`src/rtl/fifo_rd_stream_if.sv`:
```
// fifo_rd_stream_if: valid/ready stream leaving the read-side FIFO adapter.
// The adapter drives the master side; the downstream consumer takes the slave side.
interface fifo_rd_stream_if #(
    parameter int DATA_WIDTH = 4
);
    logic                  m_valid;
    logic                  m_ready;
    logic [DATA_WIDTH-1:0] m_data;

    modport master (
        output m_valid,
        output m_data,
        input  m_ready
    );

    modport slave (
        input  m_valid,
        input  m_data,
        output m_ready
    );
endinterface

```
`src/rtl/fifo_rd_stream.sv`:
```
// fifo_rd_stream: read-side adapter for the async FIFO.
// Issues FIFO reads only when a skid slot is guaranteed for the returning word,
// so the RAM's fixed read latency never needs backpressure and m_ready has no
// combinational path to fifo_rd_en. Words leave in read order at up to one per cycle.
module fifo_rd_stream #(
    parameter int  DATA_WIDTH = 4,
    parameter int  RD_LATENCY = 1,
    localparam int BUF_DEPTH  = RD_LATENCY + 2,
    localparam int CNT_WIDTH  = $clog2(BUF_DEPTH + 1)
) (
    input  logic                  rd_clk,
    input  logic                  rd_rst_n,
    input  logic                  fifo_empty,
    output logic                  fifo_rd_en,
    input  logic [DATA_WIDTH-1:0] fifo_rd_data,
    input  logic                  flush,
    fifo_rd_stream_if.master      m,
    output logic [CNT_WIDTH-1:0]  buf_level
);
    localparam int PTR_WIDTH = $clog2(BUF_DEPTH);
    // One extra bit so occ + inflight can never wrap before the compare.
    localparam int SUM_WIDTH = CNT_WIDTH + 1;
    localparam logic [PTR_WIDTH-1:0] LAST_PTR = PTR_WIDTH'(BUF_DEPTH - 1);

    logic [CNT_WIDTH-1:0]  occ_reg;
    logic [CNT_WIDTH-1:0]  occ_next;
    logic [PTR_WIDTH-1:0]  head_reg;
    logic [PTR_WIDTH-1:0]  head_next;
    logic [PTR_WIDTH-1:0]  tail_reg;
    logic [PTR_WIDTH-1:0]  tail_next;
    logic [RD_LATENCY-1:0] infl_reg;
    logic [RD_LATENCY-1:0] infl_next;
    logic [SUM_WIDTH-1:0]  inflight;
    logic [SUM_WIDTH-1:0]  committed;
    logic                  valid;
    logic                  capture;
    logic                  pop;
    logic [DATA_WIDTH-1:0] entry_data [BUF_DEPTH];

    // Count reads already issued whose data has not yet arrived.
    always_comb begin
        inflight = '0;
        for (int i = 0; i < RD_LATENCY; i++) begin
            inflight = inflight + SUM_WIDTH'(infl_reg[i]);
        end
    end

    // Every word in the buffer or in flight owns a slot; issue only when one is free.
    assign committed  = SUM_WIDTH'(occ_reg) + inflight;
    assign fifo_rd_en = ~fifo_empty & ~flush & rd_rst_n & (committed < SUM_WIDTH'(BUF_DEPTH));

    assign valid     = (occ_reg != '0);
    assign pop       = valid & m.m_ready;
    // The oldest in-flight read lands this cycle; a flush discards it.
    assign capture   = infl_reg[RD_LATENCY-1] & ~flush;

    assign m.m_valid = valid;
    assign m.m_data  = entry_data[head_reg];
    assign buf_level = occ_reg;

    // Shift the in-flight marker pipe: new reads enter at bit 0, exit at the top bit.
    always_comb begin
        infl_next    = '0;
        infl_next[0] = fifo_rd_en;
        for (int i = 1; i < RD_LATENCY; i++) begin
            infl_next[i] = infl_reg[i-1];
        end
    end

    // Pointer and occupancy update; capture and pop in one cycle move both pointers.
    always_comb begin
        head_next = head_reg;
        tail_next = tail_reg;
        occ_next  = occ_reg;
        if (pop) begin
            head_next = (head_reg == LAST_PTR) ? '0 : head_reg + PTR_WIDTH'(1);
        end
        if (capture) begin
            tail_next = (tail_reg == LAST_PTR) ? '0 : tail_reg + PTR_WIDTH'(1);
        end
        case ({capture, pop})
            2'b10:   occ_next = occ_reg + CNT_WIDTH'(1);
            2'b01:   occ_next = occ_reg - CNT_WIDTH'(1);
            default: occ_next = occ_reg;
        endcase
    end

    // Control state register; reset and flush both empty the buffer and drop in-flight reads.
    always_ff @(posedge rd_clk) begin
        if (!rd_rst_n || flush) begin
            occ_reg  <= '0;
            head_reg <= '0;
            tail_reg <= '0;
            infl_reg <= '0;
        end else begin
            occ_reg  <= occ_next;
            head_reg <= head_next;
            tail_reg <= tail_next;
            infl_reg <= infl_next;
        end
    end

    // Skid storage: one register per slot so the head entry is readable in the same cycle.
    for (genvar gi = 0; gi < BUF_DEPTH; gi++) begin : g_entry
        logic [DATA_WIDTH-1:0] data_reg;

        // Write the returning word into this slot when the tail points at it; only reset clears data.
        always_ff @(posedge rd_clk) begin
            if (!rd_rst_n) begin
                data_reg <= '0;
            end else if (capture && (tail_reg == PTR_WIDTH'(gi))) begin
                data_reg <= fifo_rd_data;
            end
        end

        assign entry_data[gi] = data_reg;
    end
endmodule

```
`src/flat_wrapper.sv`:
```
// flat-port wrapper written by rule: the top's interface ports become plain ports
module fifo_rd_stream_flat 
#(
    parameter int  DATA_WIDTH = 4,
    parameter int  RD_LATENCY = 1,
    localparam int BUF_DEPTH  = RD_LATENCY + 2,
    localparam int CNT_WIDTH  = $clog2(BUF_DEPTH + 1)
)
  (rd_clk, rd_rst_n, fifo_empty, fifo_rd_en, fifo_rd_data, flush, buf_level, m_m_valid, m_m_data, m_m_ready);
  fifo_rd_stream_if #(.DATA_WIDTH(DATA_WIDTH)) m_i ();
  input  logic rd_clk;
  input  logic rd_rst_n;
  input  logic fifo_empty;
  output logic fifo_rd_en;
  input  logic [DATA_WIDTH-1:0] fifo_rd_data;
  input  logic flush;
  output logic [CNT_WIDTH-1:0] buf_level;
  output wire logic [$bits(m_i.m_valid)-1:0] m_m_valid;
  output wire logic [$bits(m_i.m_data)-1:0] m_m_data;
  input wire logic [$bits(m_i.m_ready)-1:0] m_m_ready;
  assign m_m_valid = m_i.m_valid;
  assign m_m_data = m_i.m_data;
  assign m_i.m_ready = m_m_ready;
  fifo_rd_stream #(.DATA_WIDTH(DATA_WIDTH), .RD_LATENCY(RD_LATENCY)) u_core (.rd_clk(rd_clk), .rd_rst_n(rd_rst_n), .fifo_empty(fifo_empty), .fifo_rd_en(fifo_rd_en), .fifo_rd_data(fifo_rd_data), .flush(flush), .m(m_i), .buf_level(buf_level));
endmodule
```
`config.mk`:
```
export PLATFORM = sky130hd
export DESIGN_NAME = fifo_rd_stream_flat
export DESIGN_NICKNAME = d
export VERILOG_FILES = /design/src/rtl/fifo_rd_stream_if.sv /design/src/rtl/fifo_rd_stream.sv /design/src/flat_wrapper.sv
export SDC_FILE = /design/constraint.sdc
export NUM_CORES = 1
export LEC_CHECK = 0
export ABC_AREA = 1
export CORE_MARGIN = 2
export CORE_UTILIZATION = 45
export CTS_BUF_LIST = sky130_fd_sc_hd__clkbuf_8 sky130_fd_sc_hd__clkbuf_16
export CTS_CLUSTER_DIAMETER = 120
export DETAILED_ROUTE_END_ITERATION = 8
export HOLD_SLACK_MARGIN = 0.05
export PLACE_DENSITY = 0.84
export SLEW_MARGIN = 20
export SYNTH_ARGS = -nofsm -noshare
export SYNTH_HDL_FRONTEND = slang
export SYNTH_SLANG_ARGS = --single-unit
```
`constraint.sdc`:
```
create_clock -name rd_clk -period 1.2 [get_ports rd_clk]
set_input_delay 0.18 -clock rd_clk [delete_from_list [all_inputs] [get_ports rd_clk]]
set_output_delay 0.18 -clock rd_clk [all_outputs]
set_load 0.05 [all_outputs]
```
==> summary.txt <==
Outcome
  • Status: finished, violations left
  • Failing checks: setup timing

Run
  • Reported max-cap violation count: 0

Critical path
  • Bufs and invs on worst path: 1
  • R2r worst-path depth: 12
  • Reg2reg setup slack: -320 ps
  • Top delay family on crit path: flip-flops
  • CP Cell Sequence: ha_4 -> ha_4 -> a21oi_2 -> nor3b_4 -> buf_12
  • CP max FO: 2
  • CP endpoint kind: primary output
  • Setup Crit Path Kind: reg2out
  • Worst path max stage delay: 360 ps
  • Number of cells on the critical path: 5
  • Crit path DAT: 1500 ps
  • Top cell by count, worst path: ha_4
  • CP Launch Type: flop
  • WP data required: 1020 ps
  • Slowest stage cell, crit path: dfxtp_4

Global routing
  • Global-route wire length before repair: 4500 um
  • Largest net degree at the start of global routing: 12
  • Total grt overflow: 0
  • Initial antenna violation count: 0
  • GRT Resource Usage Total: 24.7%
  • Vias in the first global route: 1,023

CTS
  • Maximum buffer depth of the clock tree: 2
  • Worst skew pair latency: 270 ps
  • CTS root buf: clkbuf_8
  • TritonCTS clock tree: yes
  • CTS Buf Count: 3
  • Sinks on Clock Net: 19
  • H-tree depth: 1
  • Clock transition at path regs: 80 ps

Die
  • Core area: 1960 um2
  • Top Ports: 17
  • Die width: 49.7 um
  • Starting Density: 47.8%
  • Full die area: 2470 um2
  • Die H: 49.7 um
  • # rows: 16

Cells and area
  • Fin area: 1670 um2
  • FF/Latch Area: 394 um2
  • Layout cells sized above 1: 43.5%
  • Commonest non-fill, non-tap cells in the layout: 31 x nand2_1, 26 x nor2_1, 16 x buf_4
  • Finished Layout Cells: 211
  • Area growth, synth to finish: 77.6%
  • Layout Utilization: 84.9%
  • Area occupied by multi-input gates: 662 um2
  • Largest register FFs: 12
  • N_diodes: 0
  • Most common cell after layout, fill and taps aside: nand2_1
  • Fillers: 103
  • Nets: 197

Worst hold path
  • Hold path cells: 2
  • Hold WC Path Type: reg2reg

Timing
  • Rel. slew slack: 84.8%
  • Final TNS setup: -2370 ps
  • Maximum clock frequency: 596 MHz
  • Ratio of final minimum period to clock period: 140%
  • RSZ-0062 raised after global routing: yes
  • Skew final: 6.91 ps
  • Tightest Pin Transition: 228 ps
  • Hold Fails Final Rpt: 0
  • Worst setup margin: -476 ps
  • Post-layout min period: 1680 ps
  • Final slew viol count: 0
  • Final setup vio count: 15

Routing
  • Final Routed Wirelength: 3220 um
  • DRC: 0
  • Routed WL per cell: 15.3 um
  • Via density: 5.35
  • DR pass1 iterations: 5
  • Post-route ant nets: 0
  • Via Count: 1,129
  • 1st-iter DRT viols: 62

Power
  • Pleak: 0.740 nW
  • Peak VDD IR: 0.00106 V
  • Power Density: 781 nW/um2
  • Pwr Total: 0.00130 W

Synthesis
  • Count of different cell masters after synthesis: 14
  • Synthesized net count: 151
  • Synth Cell Area: 938 um2
  • Avg Cell Area, Syn: 6.75 um2
  • Sequential share of the synthesized area: 40.5%
  • Post-Syn Instances: 139
  • Yosys reg bits: 19
  • Ys Warns: 0

Placed design
  • # placed instances: 200
  • Post-DP HPWL: 1750 um
  • Placer Congestion: 0.786
  • PortBufs: 16
  • DP Area: 1420 um2
-- report_power, final --
group	internal, W	leakage (nW)	switching (W)	total (W)
Combinational	0.000100	0.557	0.000101	0.000201
Clock	0.000232	0.0255	0.000233	0.000464
Sequential	0.000630	0.157	0.00000596	0.000636
Total	0.000962	0.740	0.000340	0.00130
-- worst paths after layout --
kind	end	startpoint
setup / recovery	fifo_rd_en	u_core.buf_level[0]
hold / removal	u_core.g_entry[0].data_reg[2]	u_core.g_entry[0].data_reg[2]
setup reg to reg	u_core.buf_level[1]	u_core.buf_level[0]
hold reg to reg	u_core.g_entry[0].data_reg[2]	u_core.g_entry[0].data_reg[2]
-- through the flow --
stage                     setup slack, ps  hold slack [ps]
after CTS                            -479              483
after detailed placement             -347              472
after global routing                 -549              519
final                                -476              492
after global placement               -279              461
after floorplan                      -387              328
-- Yosys cell counts --
library cell  number  area [um2]
a21oi_1            8        40.0
buf_6              1        11.3
dfxtp_1           19         380
ha_1               3        37.5
inv_1             14        52.6
inv_2              3        11.3
nand2_1           41         154
nand2_4            1        11.3
nand3_1           10        50.1
nand4_1            1        6.26
nor2_1            29         109
nor2_4             4        45.0
nor3b_1            2        15.0
o21ai_0            3        15.0
-- logic make-up after synthesis --
logic type,count (synthesis),share of synthesized area (%)
adders and majority gates,3,4.00
DFF,19,40.5
buffers and inverters,18,8.00
AOI/OAI and AO/OA,11,5.87
and+or+nand+nor,88,41.6
-- routing by layer --
layer,global-route usage [%],vias up,share of wire [%]
met5,0,-,0
met4,14.8,0,4.3
met3,4.24,14,8.2
met2,43.8,71,49
met1,27.3,522,39
li1,-,522,-
-- area by class of cell --
type,count,area share [%]
inverters,17,4.13
repair buffers,41,27.7
well taps,27,2.03
clock inverters,1,0.300
clock buffers,3,2.48
flip-flops and latches,19,23.6
multi-input cells,103,39.7
-- tightest hold or removal path: cells and delay by family, from the launching register on --
| family | cells | cell delay (ps) |
|---|---|---|
| flip-flops | 1 | 330 |
| AND/OR/NAND/NOR | 1 | 70 |
| AO/OA/AOI/OAI | 1 | 50 |
-- timing repair --
| item | in CTS | in global routing |
|---|---|---|
| resized for setup | 23 | 23 |
| endpoints found under the setup margin | 11 | 18 |
| setup buffers | 2 | 4 |
| hold buffers | 0 | 0 |
| pin swaps | 5 | 11 |
| gates cloned | 1 | 0 |
Power figures use the tool's default switching activity.
